<file path="config.mk">
export PLATFORM = sky130hd
export DESIGN_NAME = sram_like_stall_ctrl
export DESIGN_NICKNAME = d
export VERILOG_FILES = /design/src/rtl/sram_like_stall_ctrl.sv
export SDC_FILE = /design/constraint.sdc
export NUM_CORES = 1
export LEC_CHECK = 0
export CAP_MARGIN = 10
export CORE_AREA = 3 3 205 157
export DETAILED_ROUTE_END_ITERATION = 7
export DIE_AREA = 0 0 208 160
export PLACE_DENSITY_LB_ADDON = 0.1
export SYNTH_ARGS = -nofsm -noshare
export SYNTH_HDL_FRONTEND = slang
export SYNTH_SLANG_ARGS = --single-unit
</file>
<file path="constraint.sdc">
create_clock -name clk -period 2 [get_ports clk]
set_input_delay 0.4 -clock clk [delete_from_list [all_inputs] [get_ports clk]]
set_output_delay 0.4 -clock clk [all_outputs]
set_load 0.03 [all_outputs]
</file>
<file path="src/rtl/sram_like_stall_ctrl.sv">
// Per-channel CPU-to-sram-like bridge with a shared pipeline stall.
// Latency: 2 cycles minimum (IDLE stall cycle, then REQ with addr_ok and data_ok in the same cycle).
// Backpressure: holds bus_req until addr_ok; a channel that finishes early parks in HOLD until every channel is done.
module sram_like_stall_ctrl #(
  parameter int NCH    = 2,
  parameter int ADDR_W = 32,
  parameter int DATA_W = 32
) (
  input  logic                   clk,
  input  logic                   rst,
  input  logic [NCH-1:0]         cpu_en,
  input  logic [NCH*(DATA_W/8)-1:0] cpu_wen,
  input  logic [NCH*ADDR_W-1:0]  cpu_addr,
  input  logic [NCH*DATA_W-1:0]  cpu_wdata,
  input  logic [NCH*2-1:0]       cpu_size,
  output logic [NCH*DATA_W-1:0]  cpu_rdata,
  output logic [NCH-1:0]         cpu_stall,
  output logic                   longest_stall,
  output logic [NCH-1:0]         bus_req,
  output logic [NCH-1:0]         bus_wr,
  output logic [NCH*2-1:0]       bus_size,
  output logic [NCH*ADDR_W-1:0]  bus_addr,
  output logic [NCH*DATA_W-1:0]  bus_wdata,
  input  logic [NCH-1:0]         bus_addr_ok,
  input  logic [NCH-1:0]         bus_data_ok,
  input  logic [NCH*DATA_W-1:0]  bus_rdata
);

  localparam int WB = DATA_W / 8;

  typedef enum logic [1:0] {
    S_IDLE = 2'd0,
    S_REQ  = 2'd1,
    S_WAIT = 2'd2,
    S_HOLD = 2'd3
  } state_t;

  logic [NCH-1:0] done;

  // The pipeline only advances once every active channel has its result.
  assign longest_stall = |cpu_stall;

  for (genvar i = 0; i < NCH; i++) begin : g_ch
    state_t              state;
    state_t              state_nxt;
    logic                complete;
    logic                wr_q;
    logic [1:0]          size_q;
    logic [ADDR_W-1:0]   addr_q;
    logic [DATA_W-1:0]   wdata_q;
    logic [DATA_W-1:0]   rbuf_q;
    logic                en;

    assign en = cpu_en[i];

    // Data_ok only finishes a transfer once the slave has the address; IDLE/HOLD ignore it.
    assign complete = ((state == S_WAIT) && bus_data_ok[i]) ||
                      ((state == S_REQ) && bus_addr_ok[i] && bus_data_ok[i]);

    assign done[i]      = complete || (state == S_HOLD);
    assign cpu_stall[i] = en && !done[i];

    // Next-state: issue, wait for accept, wait for data, then park until the whole pipeline is free.
    always_comb begin
      state_nxt = state;
      case (state)
        S_IDLE: if (en) state_nxt = S_REQ;
        S_REQ:  if (bus_addr_ok[i] && !bus_data_ok[i]) state_nxt = S_WAIT;
        S_WAIT: state_nxt = S_WAIT;
        S_HOLD: if (!longest_stall) state_nxt = S_IDLE;
        default: state_nxt = S_IDLE;
      endcase
      // A dropped cpu_en means nobody wants the result, so there is nothing to hold.
      if (complete) state_nxt = (en && longest_stall) ? S_HOLD : S_IDLE;
    end

    // State register.
    always_ff @(posedge clk) begin
      if (!rst) state <= S_IDLE;
      else      state <= state_nxt;
    end

    // Request fields latch on issue and stay frozen until the transfer ends; read data buffers on completion.
    always_ff @(posedge clk) begin
      if (!rst) begin
        wr_q    <= 1'b0;
        size_q  <= 2'd0;
        addr_q  <= '0;
        wdata_q <= '0;
        rbuf_q  <= '0;
      end else begin
        if ((state == S_IDLE) && en) begin
          wr_q    <= |cpu_wen[i*WB +: WB];
          size_q  <= cpu_size[i*2 +: 2];
          addr_q  <= cpu_addr[i*ADDR_W +: ADDR_W];
          wdata_q <= cpu_wdata[i*DATA_W +: DATA_W];
        end
        if (complete && en) rbuf_q <= bus_rdata[i*DATA_W +: DATA_W];
      end
    end

    // Bus outputs are forced quiet while reset is held, even before the first edge.
    assign bus_req[i]                   = rst && (state == S_REQ);
    assign bus_wr[i]                    = rst && wr_q;
    assign bus_size[i*2 +: 2]           = rst ? size_q : 2'd0;
    assign bus_addr[i*ADDR_W +: ADDR_W] = rst ? addr_q : '0;
    assign bus_wdata[i*DATA_W +: DATA_W] = rst ? wdata_q : '0;

    // Forward the bus data in the completion cycle so the pipeline need not wait a cycle.
    assign cpu_rdata[i*DATA_W +: DATA_W] = complete ? bus_rdata[i*DATA_W +: DATA_W] : rbuf_q;
  end

endmodule

</file>
==> qor.csv <==
metric,value,unit
outcome,"complete, but fails checks",
violations,setup timing,
clkLatencyLatePin,0.52,ns
wl_per_cell,16.54,um
root_buffer,clkbuf_16,
worst_pin_slew,0.5186,ns
critPathMaxFanout,13,
cts_buffers,24,
avgSynthCellArea,7.857,um2
core_area,0.03014,mm2
hold_class,input port to flop,
first_global_vias,9144,
dp_hpwl,23540,um
num_rows,55,
synth_top_family_by_area,simple AND/OR/NAND/NOR gates,
viasPerCell,4.503,
period_share,1.242,
finalCriticalPeriod,2.485,ns
cp-endpoint,cpu_rdata[58],
clkSinkCount,202,
ys_ff_latch,202,
portBuffers,414,
start_kind,flop,
drive_gt1_frac,0.2789,
syn_nets,1369,
yosys.area_share.adder,0.01109,
pwr-share-seq,0.298,
drv_cap,0,
area_growth_syn_to_layout,73.12,%
cellPowerDensity,1057,mW/mm2
max_freq,402.5,MHz
synth_mux_area_frac,0.07983,
p_int,10.94,mW
antenna_found_initial,3,
timing.hold.ws,0.4255,ns
cts_hold_buf,0,
yosys-top-cells-area,"dfxtp_1, nand2_1, a21oi_1",
wl,33830,um
placed_area,0.01409,mm2
p_sw,5.587,mW
ys_seq_area_frac,0.4480,
grt_max_degree,107,
reg2reg_depth,9,
endpoint_kind,output port,
start_util,0.2995,
fin_nets,1848,
htree_num_levels,1,
skew,0.01019,ns
path_clk_slew,0.06,ns
finalMaxSlewViolations,0,
switching_share,0.3381,
drt-initial-drc-count,516,
synth-async-reset-ratio,0,
vdd_drop_max,0.0005645,V
die_y,160,um
power_frac_comb,0.411,
crit_type,flop to output port,
p_leak,6.694,nW
final_hold_viol_count,0,
place_congestion,0.7969,
synth_cell_type_count,37,
reg2reg_to,g_ch[0].state[0]$_SDFFE_PN0P_,
dp_cells,1985,
synth_top_area_share,0.4480,
synth_top_area_cell,dfxtp_1,
synth_xor_area_frac,0,
syn-cell-area,0.009027,mm2
fillerInstances,2880,
worst_slack,-0.4847,ns
overflow,0,
synth_edf_count,0,
synth_compound_area_frac,0.1311,
stdcell_area,0.01563,mm2
cts_buffer_depth,3,
worstPathRequired,1.60,ns
die_w,208,um
num_vias,9214,
critPathLaunch,g_ch[1].state[0]$_SDFFE_PN0P_,
tritoncts,done,
antenna_left,0,
yosys_warnings,0,
maxSlewHeadroom,0.6542,
finalNonFillerCells,2046,
rr_startpoint,g_ch[1].state[0]$_SDFFE_PN0P_,
synthCells,1149,
synth-simple-area-share,0.2736,
drc,0,
rsz0062_at_grt,yes,
r2r_slack,0.25,ns
grt.total_usage,0.1924,
io_pins,415,
worstPathArrival,2.08,ns
dominantRegCellSynth,dfxtp_1,
p_clk_frac,0.291,
grt_first_pass_wirelength,52260,um
setup_tns,-29.54,ns
die_area,0.03328,mm2
setup_viol,67,
drt_first_pass_iters,4,
multiInputGateArea,0.004810,mm2
seqCellArea,0.004059,mm2
-- metrics by stage --
stage	utilization	power [mW]	setup slack [ns]
3_5_place_dp	0.4675	11.01	-0.6967
3_3_place_gp	0.4675	10.94	-0.6840
5_1_grt	0.5185	17.44	-0.5684
6_report	0.5185	16.53	-0.4847
2_1_floorplan	-	8.432	0.02233
4_1_cts	0.5128	16.55	-0.5547
-- cells by family (layout without fill, tap and decap cells) --
group | count (synthesis) | in the layout
simple gates | 555 | 555
compound gates | 224 | 224
other cells | 0 | 1
mux | 64 | 64
fa+ha+maj | 8 | 8
buf+inv | 96 | 593
flops | 202 | 202
-- how the worst min path moves through the flow --
stage                                         startpoint                               to  cells past startpoint
final                                       cpu_addr[18]  g_ch[0].addr_q[18]$_SDFFE_PN0P_                      3
after global routing                        cpu_addr[49]  g_ch[1].addr_q[17]$_SDFFE_PN0P_                      3
after CTS                                   cpu_addr[18]  g_ch[0].addr_q[18]$_SDFFE_PN0P_                      3
after detailed placement       g_ch[1].wr_q$_SDFFE_PN0P_        g_ch[1].wr_q$_SDFFE_PN0P_                      2
after global placement    g_ch[1].addr_q[1]$_SDFFE_PN0P_   g_ch[1].addr_q[1]$_SDFFE_PN0P_                      2
after floorplan                g_ch[0].wr_q$_SDFFE_PN0P_        g_ch[0].wr_q$_SDFFE_PN0P_                      2
-- layout make-up --
| cell class | count | area share |
|---|---|---|
| timing repair buffer | 540 | 0.3412 |
| multi-input combinational | 851 | 0.3077 |
| sequential | 202 | 0.2597 |
| clock buffer | 34 | 0.04667 |
| tap | 399 | 0.03194 |
| clock inverter | 10 | 0.009607 |
| inverter | 9 | 0.002962 |
| antenna | 1 | 0.0001601 |
-- per-layer routing --
metal	vias to the layer above	global-route usage	wire length [um]
li1	4667	-	-
met1	4225	0.2520	14940
met2	272	0.3098	15620
met3	46	0.06422	2564
met4	4	0.04196	683
met5	-	0	23
-- cell usage after synthesis (3+ instances only) --
library cell  instances
nand2_1             403
a21oi_1             203
dfxtp_1             202
and2_1              137
mux2_2               64
clkbuf_1             41
buf_2                20
buf_4                13
buf_6                10
ha_1                  8
inv_1                 8
and3_1                3
buf_1                 3
nand3_1               3
o21ai_0               3
-- layout by cell type, fill, tap and decap left out, drive strengths merged, types with 2 or more instances in the layout --
cell type	n
nand2	405
ha	8
dlygate4sd2	5
clkbuf	35
o31ai	2
and2	137
a22oi	2
inv	9
o41ai	2
nand3	3
bufinv	4
nand2b	3
clkdlybuf4s50	210
buf	324
a31oi	2
a21o	2
a211oi	2
o21ai	3
and3	3
clkinv	6
mux2	64
a21oi	203
dfxtp	202
-- critical path: stages, from the launching register on --
cell     delay [ns]
dfxtp_4        0.38
inv_4          0.04
ha_4           0.15
a21o_1         0.19
nand2_4        0.16
buf_12         0.19
mux2_4         0.32
buf_6          0.14
-- flip-flops by register name, indices dropped and copies added (netlist names) --
name,cells
g_ch.wr_q,2
g_ch.addr_q,64
g_ch.rbuf_q,64
g_ch.size_q,4
g_ch.state,4
g_ch.wdata_q,64
-- power by group through the flow --
stage,Clock (mW),Sequential [mW],Combinational (mW)
2_1_floorplan,0,4.87,3.56
3_3_place_gp,0,4.94,6.00
3_5_place_dp,0,4.95,6.06
4_1_cts,4.96,4.89,6.70
5_1_grt,5.14,4.99,7.31
6_report,4.81,4.92,6.79
-- repair_timing --
action                     4_1_cts  5_1_grt
pin swaps                        4        1
buffers inserted                10        6
resized for setup              512       60
setup endpoints to repair       73       68
cloned                           4        1
hold endpoints to repair         0        0
No activity file was read; power rests on OpenSTA's default activity.
